==> src/rtl/mips_run_monitor_pkg.sv <==
// Shared types for the MIPS run monitor.
//
// mtc0_code_t     : status codes the program writes through MTC0. They are
//                   shared with the core and the testbench.
// monitor_state_t : run-state of the monitor.
// effective_code  : folds the valid strobe into the code, so a missing
//                   strobe is seen as NOOP.
// is_terminal     : true for the two states that hold until reset.
package mips_run_monitor_pkg;

  typedef enum logic [2:0] {
    MTC0_NOOP  = 3'd0,
    MTC0_DONE  = 3'd1,
    MTC0_FAIL  = 3'd2,
    MTC0_START = 3'd3,
    MTC0_STOP  = 3'd4,
    MTC0_CLEAR = 3'd5,
    MTC0_PASS  = 3'd6
  } mtc0_code_t;

  typedef enum logic [2:0] {
    IDLE    = 3'd0,
    RUN     = 3'd1,
    STOPPED = 3'd2,
    DONE_S  = 3'd3,
    FAIL_S  = 3'd4
  } monitor_state_t;

  // An MTC0 code only matters when its strobe is present. Code 7 is left
  // as-is and is ignored by the decoders through their default branches.
  function automatic mtc0_code_t effective_code(input logic valid, input mtc0_code_t code);
    mtc0_code_t result;
    if (valid) begin
      result = code;
    end else begin
      result = MTC0_NOOP;
    end
    return result;
  endfunction

  // DONE_S and FAIL_S freeze everything until reset.
  function automatic logic is_terminal(input monitor_state_t s);
    logic result;
    case (s)
      DONE_S:  result = 1'b1;
      FAIL_S:  result = 1'b1;
      default: result = 1'b0;
    endcase
    return result;
  endfunction

endpackage

==> src/rtl/mips_run_monitor_if.sv <==
// Bundle between the MIPS core and its run monitor.
//
// The core side (master) drives:
//   retire_valid, mtc0_valid, mtc0_code
// The core side observes:
//   num_cycles, num_instructions, pass_count, running, done, fail, hang
// The monitor side (slave) has the same signals with the opposite directions.
interface mips_run_monitor_if
  import mips_run_monitor_pkg::*;
#(
  parameter int CNT_W  = 32,
  parameter int PASS_W = 16
);

  logic              retire_valid;
  logic              mtc0_valid;
  mtc0_code_t        mtc0_code;
  logic [CNT_W-1:0]  num_cycles;
  logic [CNT_W-1:0]  num_instructions;
  logic [PASS_W-1:0] pass_count;
  logic              running;
  logic              done;
  logic              fail;
  logic              hang;

  modport master (
    output retire_valid, mtc0_valid, mtc0_code,
    input  num_cycles, num_instructions, pass_count, running, done, fail, hang
  );

  modport slave (
    input  retire_valid, mtc0_valid, mtc0_code,
    output num_cycles, num_instructions, pass_count, running, done, fail, hang
  );

endinterface

==> src/rtl/mips_run_monitor_sat_counter.sv <==
// Saturating up-counter with a registered output.
//
// Ports:
//   clk   : clock
//   rst_n : synchronous active-low reset; clears q
//   clr   : synchronous clear; has priority over en
//   en    : count enable; q holds at all-ones once it reaches that value
//   q     : count value
module sat_counter #(
  parameter int W = 32
) (
  input  logic         clk,
  input  logic         rst_n,
  input  logic         clr,
  input  logic         en,
  output logic [W-1:0] q
);

  localparam logic [W-1:0] ZERO = {W{1'b0}};
  localparam logic [W-1:0] ONES = {W{1'b1}};
  localparam logic [W-1:0] ONE  = W'(1);

  // Count register: clear wins over enable, and the value stops at all-ones.
  always_ff @(posedge clk) begin
    if (!rst_n) begin
      q <= ZERO;
    end else if (clr) begin
      q <= ZERO;
    end else if (en && (q != ONES)) begin
      q <= q + ONE;
    end else begin
      q <= q;
    end
  end

endmodule

==> src/rtl/mips_run_monitor.sv <==
// Run monitor for the MIPS core: it collects cycle and retired-instruction
// statistics, decodes MTC0 status codes into latched done/fail flags, and
// forces FAIL when the core stops retiring for HANG_LIMIT RUN cycles.
//
// Parameters:
//   CNT_W      : width of the cycle and instruction counters
//   PASS_W     : width of the pass-checkpoint counter
//   HANG_LIMIT : number of idle RUN cycles in a row that trigger FAIL
//                (0 turns the watchdog off)
//   AUTO_START : 1 leaves reset in RUN, 0 leaves reset in IDLE
// Ports:
//   clk   : core clock
//   rst_n : synchronous active-low reset
//   mon   : slave side of mips_run_monitor_if
//           (retire/MTC0 inputs, statistics and status outputs)
module mips_run_monitor
  import mips_run_monitor_pkg::*;
#(
  parameter int CNT_W      = 32,
  parameter int PASS_W     = 16,
  parameter int HANG_LIMIT = 1000000,
  parameter int AUTO_START = 1
) (
  input  logic                  clk,
  input  logic                  rst_n,
  mips_run_monitor_if.slave     mon
);

  // The idle counter never needs to hold HANG_LIMIT itself. It trips when it
  // is at HANG_LIMIT-1 and the current cycle is idle too.
  localparam int                IDLE_W      = (HANG_LIMIT > 1) ? $clog2(HANG_LIMIT) : 1;
  localparam logic              WD_ON       = (HANG_LIMIT != 0) ? 1'b1 : 1'b0;
  localparam logic [IDLE_W-1:0] IDLE_ZERO   = {IDLE_W{1'b0}};
  localparam logic [IDLE_W-1:0] IDLE_ONE    = IDLE_W'(1);
  localparam logic [IDLE_W-1:0] IDLE_LAST   = IDLE_W'(HANG_LIMIT - 1);
  localparam monitor_state_t    RESET_STATE = (AUTO_START != 0) ? RUN : IDLE;
  localparam logic              RESET_RUN   = (AUTO_START != 0) ? 1'b1 : 1'b0;

  monitor_state_t    state_r;
  monitor_state_t    next_state_s;
  logic              running_r;
  logic              done_r;
  logic              fail_r;
  logic              hang_r;
  logic [IDLE_W-1:0] idle_cnt_r;
  logic [IDLE_W-1:0] idle_next_s;

  mtc0_code_t        code_s;
  logic              terminal_s;
  logic              in_run_s;
  logic              clr_s;
  logic              cyc_en_s;
  logic              ins_en_s;
  logic              pass_en_s;
  logic              expire_s;
  logic              hang_evt_s;

  // Decode the current MTC0 code and derive the counter controls.
  // Terminal states ignore every input.
  always_comb begin
    code_s     = effective_code(mon.mtc0_valid, mon.mtc0_code);
    terminal_s = is_terminal(state_r);
    in_run_s   = (state_r == RUN) ? 1'b1 : 1'b0;
    clr_s      = 1'b0;
    pass_en_s  = 1'b0;
    if (!terminal_s) begin
      case (code_s)
        MTC0_CLEAR: clr_s     = 1'b1;
        MTC0_PASS:  pass_en_s = 1'b1;
        default: begin
          clr_s     = 1'b0;
          pass_en_s = 1'b0;
        end
      endcase
    end else begin
      clr_s     = 1'b0;
      pass_en_s = 1'b0;
    end
    cyc_en_s = in_run_s;
    ins_en_s = in_run_s & mon.retire_valid;
  end

  // Watchdog trip condition: this would be the HANG_LIMIT-th idle RUN cycle in a row.
  always_comb begin
    if (WD_ON && in_run_s && !mon.retire_valid && (idle_cnt_r == IDLE_LAST)) begin
      expire_s = 1'b1;
    end else begin
      expire_s = 1'b0;
    end
  end

  // Next-state decode. In RUN, any explicit code other than NOOP/START/PASS
  // takes precedence over the watchdog, so a DONE/FAIL arriving in the trip
  // cycle is reported as such and hang stays clear.
  always_comb begin
    next_state_s = state_r;
    hang_evt_s   = 1'b0;
    case (state_r)
      IDLE: begin
        if (code_s == MTC0_START) begin
          next_state_s = RUN;
        end else begin
          next_state_s = IDLE;
        end
      end
      RUN: begin
        case (code_s)
          MTC0_STOP:  next_state_s = STOPPED;
          MTC0_DONE:  next_state_s = DONE_S;
          MTC0_FAIL:  next_state_s = FAIL_S;
          MTC0_CLEAR: next_state_s = RUN;
          default: begin
            if (expire_s) begin
              next_state_s = FAIL_S;
              hang_evt_s   = 1'b1;
            end else begin
              next_state_s = RUN;
            end
          end
        endcase
      end
      STOPPED: begin
        case (code_s)
          MTC0_START: next_state_s = RUN;
          MTC0_DONE:  next_state_s = DONE_S;
          MTC0_FAIL:  next_state_s = FAIL_S;
          default:    next_state_s = STOPPED;
        endcase
      end
      DONE_S:  next_state_s = DONE_S;
      FAIL_S:  next_state_s = FAIL_S;
      default: next_state_s = FAIL_S;
    endcase
  end

  // The idle streak restarts on a retire, on CLEAR, and whenever the
  // monitor is not staying in RUN.
  always_comb begin
    if (!WD_ON || clr_s || !in_run_s || mon.retire_valid || (next_state_s != RUN)) begin
      idle_next_s = IDLE_ZERO;
    end else begin
      idle_next_s = idle_cnt_r + IDLE_ONE;
    end
  end

  // Monitor FSM and its registered status flags.
  always_ff @(posedge clk) begin
    if (!rst_n) begin
      state_r   <= RESET_STATE;
      running_r <= RESET_RUN;
      done_r    <= 1'b0;
      fail_r    <= 1'b0;
      hang_r    <= 1'b0;
    end else begin
      state_r   <= next_state_s;
      running_r <= (next_state_s == RUN)    ? 1'b1 : 1'b0;
      done_r    <= (next_state_s == DONE_S) ? 1'b1 : 1'b0;
      fail_r    <= (next_state_s == FAIL_S) ? 1'b1 : 1'b0;
      hang_r    <= hang_r | hang_evt_s;
    end
  end

  // Watchdog idle-cycle register.
  always_ff @(posedge clk) begin
    if (!rst_n) begin
      idle_cnt_r <= IDLE_ZERO;
    end else begin
      idle_cnt_r <= idle_next_s;
    end
  end

  sat_counter #(.W(CNT_W)) u_cycles (
    .clk   (clk),
    .rst_n (rst_n),
    .clr   (clr_s),
    .en    (cyc_en_s),
    .q     (mon.num_cycles)
  );

  sat_counter #(.W(CNT_W)) u_instructions (
    .clk   (clk),
    .rst_n (rst_n),
    .clr   (clr_s),
    .en    (ins_en_s),
    .q     (mon.num_instructions)
  );

  sat_counter #(.W(PASS_W)) u_passes (
    .clk   (clk),
    .rst_n (rst_n),
    .clr   (clr_s),
    .en    (pass_en_s),
    .q     (mon.pass_count)
  );

  assign mon.running = running_r;
  assign mon.done    = done_r;
  assign mon.fail    = fail_r;
  assign mon.hang    = hang_r;

endmodule
==> src/flat_wrapper.sv <==
// flat-port wrapper written by rule: the top's interface ports become plain ports
module mips_run_monitor_flat import mips_run_monitor_pkg::*;
#(
  parameter int CNT_W      = 32,
  parameter int PASS_W     = 16,
  parameter int HANG_LIMIT = 1000000,
  parameter int AUTO_START = 1
)
  (clk, rst_n, mon_retire_valid, mon_mtc0_valid, mon_mtc0_code, mon_num_cycles, mon_num_instructions, mon_pass_count, mon_running, mon_done, mon_fail, mon_hang);
  mips_run_monitor_if #(.CNT_W(CNT_W), .PASS_W(PASS_W)) mon_i ();
  input  logic clk;
  input  logic rst_n;
  input wire logic [$bits(mon_i.retire_valid)-1:0] mon_retire_valid;
  input wire logic [$bits(mon_i.mtc0_valid)-1:0] mon_mtc0_valid;
  input wire logic [$bits(mon_i.mtc0_code)-1:0] mon_mtc0_code;
  output wire logic [$bits(mon_i.num_cycles)-1:0] mon_num_cycles;
  output wire logic [$bits(mon_i.num_instructions)-1:0] mon_num_instructions;
  output wire logic [$bits(mon_i.pass_count)-1:0] mon_pass_count;
  output wire logic [$bits(mon_i.running)-1:0] mon_running;
  output wire logic [$bits(mon_i.done)-1:0] mon_done;
  output wire logic [$bits(mon_i.fail)-1:0] mon_fail;
  output wire logic [$bits(mon_i.hang)-1:0] mon_hang;
  assign mon_i.retire_valid = mon_retire_valid;
  assign mon_i.mtc0_valid = mon_mtc0_valid;
  assign mon_i.mtc0_code = mon_mtc0_code;
  assign mon_num_cycles = mon_i.num_cycles;
  assign mon_num_instructions = mon_i.num_instructions;
  assign mon_pass_count = mon_i.pass_count;
  assign mon_running = mon_i.running;
  assign mon_done = mon_i.done;
  assign mon_fail = mon_i.fail;
  assign mon_hang = mon_i.hang;
  mips_run_monitor #(.CNT_W(CNT_W), .PASS_W(PASS_W), .HANG_LIMIT(HANG_LIMIT), .AUTO_START(AUTO_START)) u_core (.clk(clk), .rst_n(rst_n), .mon(mon_i));
endmodule
==> config.mk <==
export PLATFORM = sky130hd
export DESIGN_NAME = mips_run_monitor_flat
export DESIGN_NICKNAME = d
export VERILOG_FILES = /design/src/rtl/mips_run_monitor_pkg.sv /design/src/rtl/mips_run_monitor_if.sv /design/src/rtl/mips_run_monitor_sat_counter.sv /design/src/rtl/mips_run_monitor.sv /design/src/flat_wrapper.sv
export SDC_FILE = /design/constraint.sdc
export NUM_CORES = 1
export LEC_CHECK = 0
export BUFFER_PORTS_ARGS = -buffer_cell sky130_fd_sc_hd__buf_4
export CAP_MARGIN = 20
export CORE_MARGIN = 10
export CORE_UTILIZATION = 50
export DETAILED_ROUTE_END_ITERATION = 8
export HOLD_SLACK_MARGIN = 0.1
export MAX_ROUTING_LAYER = met4
export PLACE_DENSITY = 0.78
export SLEW_MARGIN = 25
export SYNTH_ARGS = -nofsm -noshare
export SYNTH_HDL_FRONTEND = slang
export SYNTH_SLANG_ARGS = --single-unit
==> constraint.sdc <==
create_clock -name clk -period 3 [get_ports clk]
set_clock_uncertainty 0.05 [all_clocks]
set_input_delay 0.15 -clock clk [delete_from_list [all_inputs] [get_ports clk]]
set_output_delay 0.15 -clock clk [all_outputs]
set_load 0.03 [all_outputs]
==> results.md <==
Power:
- The areal power density over the cells is 413 mW/mm2.
- The static power due to leakage is 2.28 nW.
- The total power of the final layout is 2.63 mW.
- The maximum resistive drop on vdd is 0.300 mV.

Synth:
- Counting flops with an async set or reset pin after synthesis yields a share of 0%.
- The register bit total from synthesis is 107.
- By area the synthesized netlist is led by sky130_fd_sc_hd__dfxtp_1 40%, sky130_fd_sc_hd__nor2_1 5.4%, sky130_fd_sc_hd__xnor2_1 5.1%, sky130_fd_sc_hd__a21oi_1 4.2%, sky130_fd_sc_hd__nand4_1 4.1%.
- The synthesized design devotes to its leading area cell type 40.0% of total area.
- The count of yosys warnings during synthesis is 0.
- Summed over all instances, the cell type with the most area after synthesis is sky130_fd_sc_hd__dfxtp_1.
- The sequential area share after synthesis is 40.0%.
- When the netlist entered floorplanning its net count stood at 657.
- The flip-flop cell with the highest count after synthesis is sky130_fd_sc_hd__dfxtp_1.
- The number of flops mapped to enable cells by yosys is 0.
- Synthesis produced 646 cells.
- The cell with the most instances after synthesis is sky130_fd_sc_hd__dfxtp_1.
- Summing every instance area after synthesis gives 0.00536 mm2.
- The average instance in the mapped netlist occupies 8.30 um2.
- Counting instances in the post-synthesis netlist gives the leading cell types as 107 x sky130_fd_sc_hd__dfxtp_1, 77 x sky130_fd_sc_hd__nor2_1, 49 x sky130_fd_sc_hd__nand2_1.
- Yosys mapped the design onto 54 distinct sky130hd cell types.

Floorplanning:
- The die outline width is 124 um.
- The top-level port count is 91.
- The total area inside the core boundary comes to 0.0104 mm2.
- The cell row count is 37.
- The initial cell density of the core is 51.7%.
- The chip height is 124 um.
- The die outline area is 0.0153 mm2.

Clock network:
- Counting every sink on the clock net gives 107.
- The source-to-sink clock delay at the later pin of the worst-skew pair is 0.37 ns.
- The setup fix buffers added after clock tree synthesis is 0.
- Buffers inserted to repair hold after CTS numbered 1.
- The number of cells upsized or downsized after cts is 0.
- The clock tree from TritonCTS is done.
- The number of buffers on the longest clock path is 2.
- Buffers inserted during clock tree synthesis total 9.
- The clock tree synthesis step divided the H-tree into 3 levels.
- The tree is rooted in a sky130_fd_sc_hd__clkbuf_8.
- After clock tree synthesis, the clock-pin slew on the worst setup and hold paths is 0.11 ns.

Critical path:
- STA classifies the critical path startpoint as a flop.
- For the worst setup path, the data arrival time is 2.84 ns.
- The worst setup path is of the reg -> reg kind.
- Along the worst path, the maximum fanout reaches 13.
- For flop-to-flop paths, the worst setup slack is 0.42 ns.
- The worst setup path is captured at a flop.
- The startpoint of the lowest-slack register-to-register path is u_core.state_r[0].
- The cell with the largest stage delay on the worst path is sky130_fd_sc_hd__dfxtp_1.
- The family of cells with the greatest summed delay on the critical path is simple AND/OR/NAND/NOR gates.
- The number of cells on the worst reg-to-reg path is 5.
- Counting buffers and inverters, the worst setup path is 5 cells deep.
- Walking the worst path, the cells encountered are nand4bb_1, nor4_2, o21ai_1, or3_1, a21oi_1.
- In this run the critical register-to-register path is captured at u_core.u_instructions.q[17].
- For the worst setup path, the data required time is 3.26 ns.
- The number of buffer and inverter instances along the worst setup path is 0.
- In this design, the stage delay of the slowest critical-path cell is 0.59 ns.

Global routing:
- The maximum number of pins on one net before global-route repair is 65.
- The global-route wire length before repair is 22.7 mm.
- The number of antenna violations at the first check in global routing is 0.
- The via count of the first global-routing pass is 4742.
- The total global routing track utilization is 18.5%.
- The global-route congestion overflow total is 0.

STA:
- The number of pins with negative max-slew slack in the final report is 0.
- The shortest clock period the worst path allows after layout is 2.58 ns.
- The relative slew slack is 36.4%.
- The measured slew at the worst slew-check pin is 0.931 ns.
- The final critical path takes up 85.9% of the cycle.
- The setup slack of the critical path after layout is 0.422 ns.
- Setup violations remaining at the end of the flow were counted as 0.
- The highest clock rate is 0.388 GHz.
- Setup repair after global routing left no endpoint under its margin.
- The aggregate negative setup slack is 0 ns.
- The number of hold violations in the final report was 0.

Detailed routing:
- After detailed routing, the number of vias per cell comes to 5.93.
- The post-detailed-routing wire length is 13.8 mm.
- The total number of vias is 5140.
- In the routed design, unresolved DRC markers number 0.
- In this run the top signal layer used is met4.
- In the final routed layout, each cell accounts on average for 15.9 um.
- The count of antenna-violating nets left after detailed routing is 0.
- After detailed routing, the wire length on met1 is 6.07 mm.
- Summed over all nets, wire length on met2 after detailed routing comes to 6.69 mm.
- The sum of met3 wire segment lengths after detailed routing is 838 um.
- The first routing iteration left 457 violations.
- The first TritonRoute pass finished after 5 iterations.

Min path:
- In this run the worst hold path is classified as in -> reg.
- The endpoint of the worst hold-timing path is u_core.mon.hang.
- In this run the most critical hold path is launched from mon_mtc0_valid.
- Counting instances, the worst hold path has a depth of 4.

Cells and area:
- After the last flow step, the layout net total stands at 737.
- The number of antenna diodes in the final layout is 0.
- The multi-input combinational cells in the finished layout cover a total of 0.00307 mm2.
- The area added between synthesis and finish is 18.8%.
- The number of filler cells placed in the layout is 930.
- The final design instance area without fill is 0.00637 mm2.
- The area taken by flip-flops and latches is 0.00214 mm2.
- The fraction of layout instances using a drive strength above 1 is 18.3%.

Place:
- In this run the cell area measured after placement is 0.00617 mm2.
- Buffers placed on the I/O ports in this run total 90.
- Timing analysis after detailed placement gives a worst setup slack of 0.495 ns.
- Detailed placement finished with a half-perimeter wire length of 10.2 mm.
- At the end of routability-driven placement, the weighted congestion stood at 0.904.

Outcome:
- The run finished with clean final reports.

Run:
- The number of maximum-capacitance constraint violations is 0.
area by class of cell:
cell class	instances	share of cell area, %
multi-input combinational	499	48.3
sequential	107	33.6
timing repair buffer	99	11.9
tap	136	2.67
clock buffer	10	2.16
clock inverter	6	0.767
inverter	10	0.590
logic make-up (layout without fill, tap and decap cells):
group	count (synthesis)	count (layout)	share of synthesized area, %
AOI/OAI and AO/OA	128	128	15.1
xor gates and xnor gates	49	49	8.01
DFF	107	107	40.0
and+or+nand+nor	312	312	32.0
buffers and inverters	40	125	2.87
adders and majority gates	4	4	0.934
muxes	6	6	1.12
sequential cells by signal (all words and copies together), names as in the netlist:
| name | cells |
|---|---|
| u_core.u_passes.q | 16 |
| u_core.mon.done | 1 |
| u_core.state_r | 3 |
| u_core.u_instructions.q | 32 |
| u_core.mon.hang | 1 |
| u_core.mon.fail | 1 |
| u_core.idle_cnt_r | 20 |
| u_core.u_cycles.q | 32 |
| u_core.mon.running | 1 |
layout by cell type, fill, tap and decap left out, types with 8 or more instances in the layout:
cell | synthesis | final
sky130_fd_sc_hd__o21ai_0 | 26 | 26
sky130_fd_sc_hd__clkbuf_8 | 0 | 10
sky130_fd_sc_hd__and4_1 | 10 | 10
sky130_fd_sc_hd__or4_1 | 14 | 14
sky130_fd_sc_hd__xnor2_1 | 31 | 31
sky130_fd_sc_hd__and3_1 | 13 | 13
sky130_fd_sc_hd__and2_1 | 8 | 8
sky130_fd_sc_hd__a21oi_1 | 45 | 45
sky130_fd_sc_hd__dfxtp_1 | 107 | 107
sky130_fd_sc_hd__inv_1 | 10 | 10
sky130_fd_sc_hd__nor4_1 | 9 | 9
sky130_fd_sc_hd__or3_1 | 23 | 23
sky130_fd_sc_hd__nand4_1 | 35 | 35
sky130_fd_sc_hd__o31ai_1 | 10 | 10
sky130_fd_sc_hd__nor3_1 | 10 | 10
sky130_fd_sc_hd__nor2_1 | 77 | 77
sky130_fd_sc_hd__xor2_1 | 18 | 18
sky130_fd_sc_hd__nand3_1 | 24 | 24
sky130_fd_sc_hd__buf_4 | 0 | 97
sky130_fd_sc_hd__nand2_1 | 49 | 49
sky130_fd_sc_hd__a31oi_1 | 10 | 10
worst reg2reg max path: stages, from the launching register on:
cell and delay, ns:
sky130_fd_sc_hd__dfxtp_1 0.59, sky130_fd_sc_hd__nand4bb_1 0.40, sky130_fd_sc_hd__nor4_2 0.55, sky130_fd_sc_hd__o21ai_1 0.32, sky130_fd_sc_hd__or3_1 0.44, sky130_fd_sc_hd__a21oi_1 0.16
report_power, final:
group	leakage, nW	internal, mW	total, mW	switching [mW]
sequential	0.863	1.45	1.48	0.0382
clock	0.0908	0.334	0.847	0.513
combinational	1.32	0.109	0.297	0.188
how the worst max path moves through the flow:
stage / from / end / slack (ns)
floorplan: u_core.u_cycles.q[0] / u_core.u_cycles.q[30] / 0.45
global placement: u_core.u_cycles.q[0] / u_core.u_cycles.q[30] / 0.57
detailed placement: u_core.u_cycles.q[0] / u_core.u_cycles.q[30] / 0.49
CTS: u_core.state_r[0] / u_core.u_instructions.q[17] / 0.47
global route: u_core.state_r[0] / u_core.u_instructions.q[17] / 0.27
finish: u_core.state_r[0] / u_core.u_instructions.q[17] / 0.42
per-stage QoR:
stage | utilization (%) | std cells | hold WS, ns
after global routing | 61.4 | 867 | 0.201
after CTS | 61.4 | 867 | 0.143
after floorplan | - | 646 | 0.176
after global placement | 59.5 | 850 | 0.337
after detailed placement | 59.5 | 850 | 0.331
final | 61.4 | 867 | 0.152
metal layers:
layer | global-route usage [%] | up-vias
met2 | 30.6 | 139
met5 | - | -
met3 | 4.24 | 14
met4 | 5.68 | 0
li1 | - | 2547
met1 | 21.8 | 2440
No activity file was read; power rests on OpenSTA's default activity.
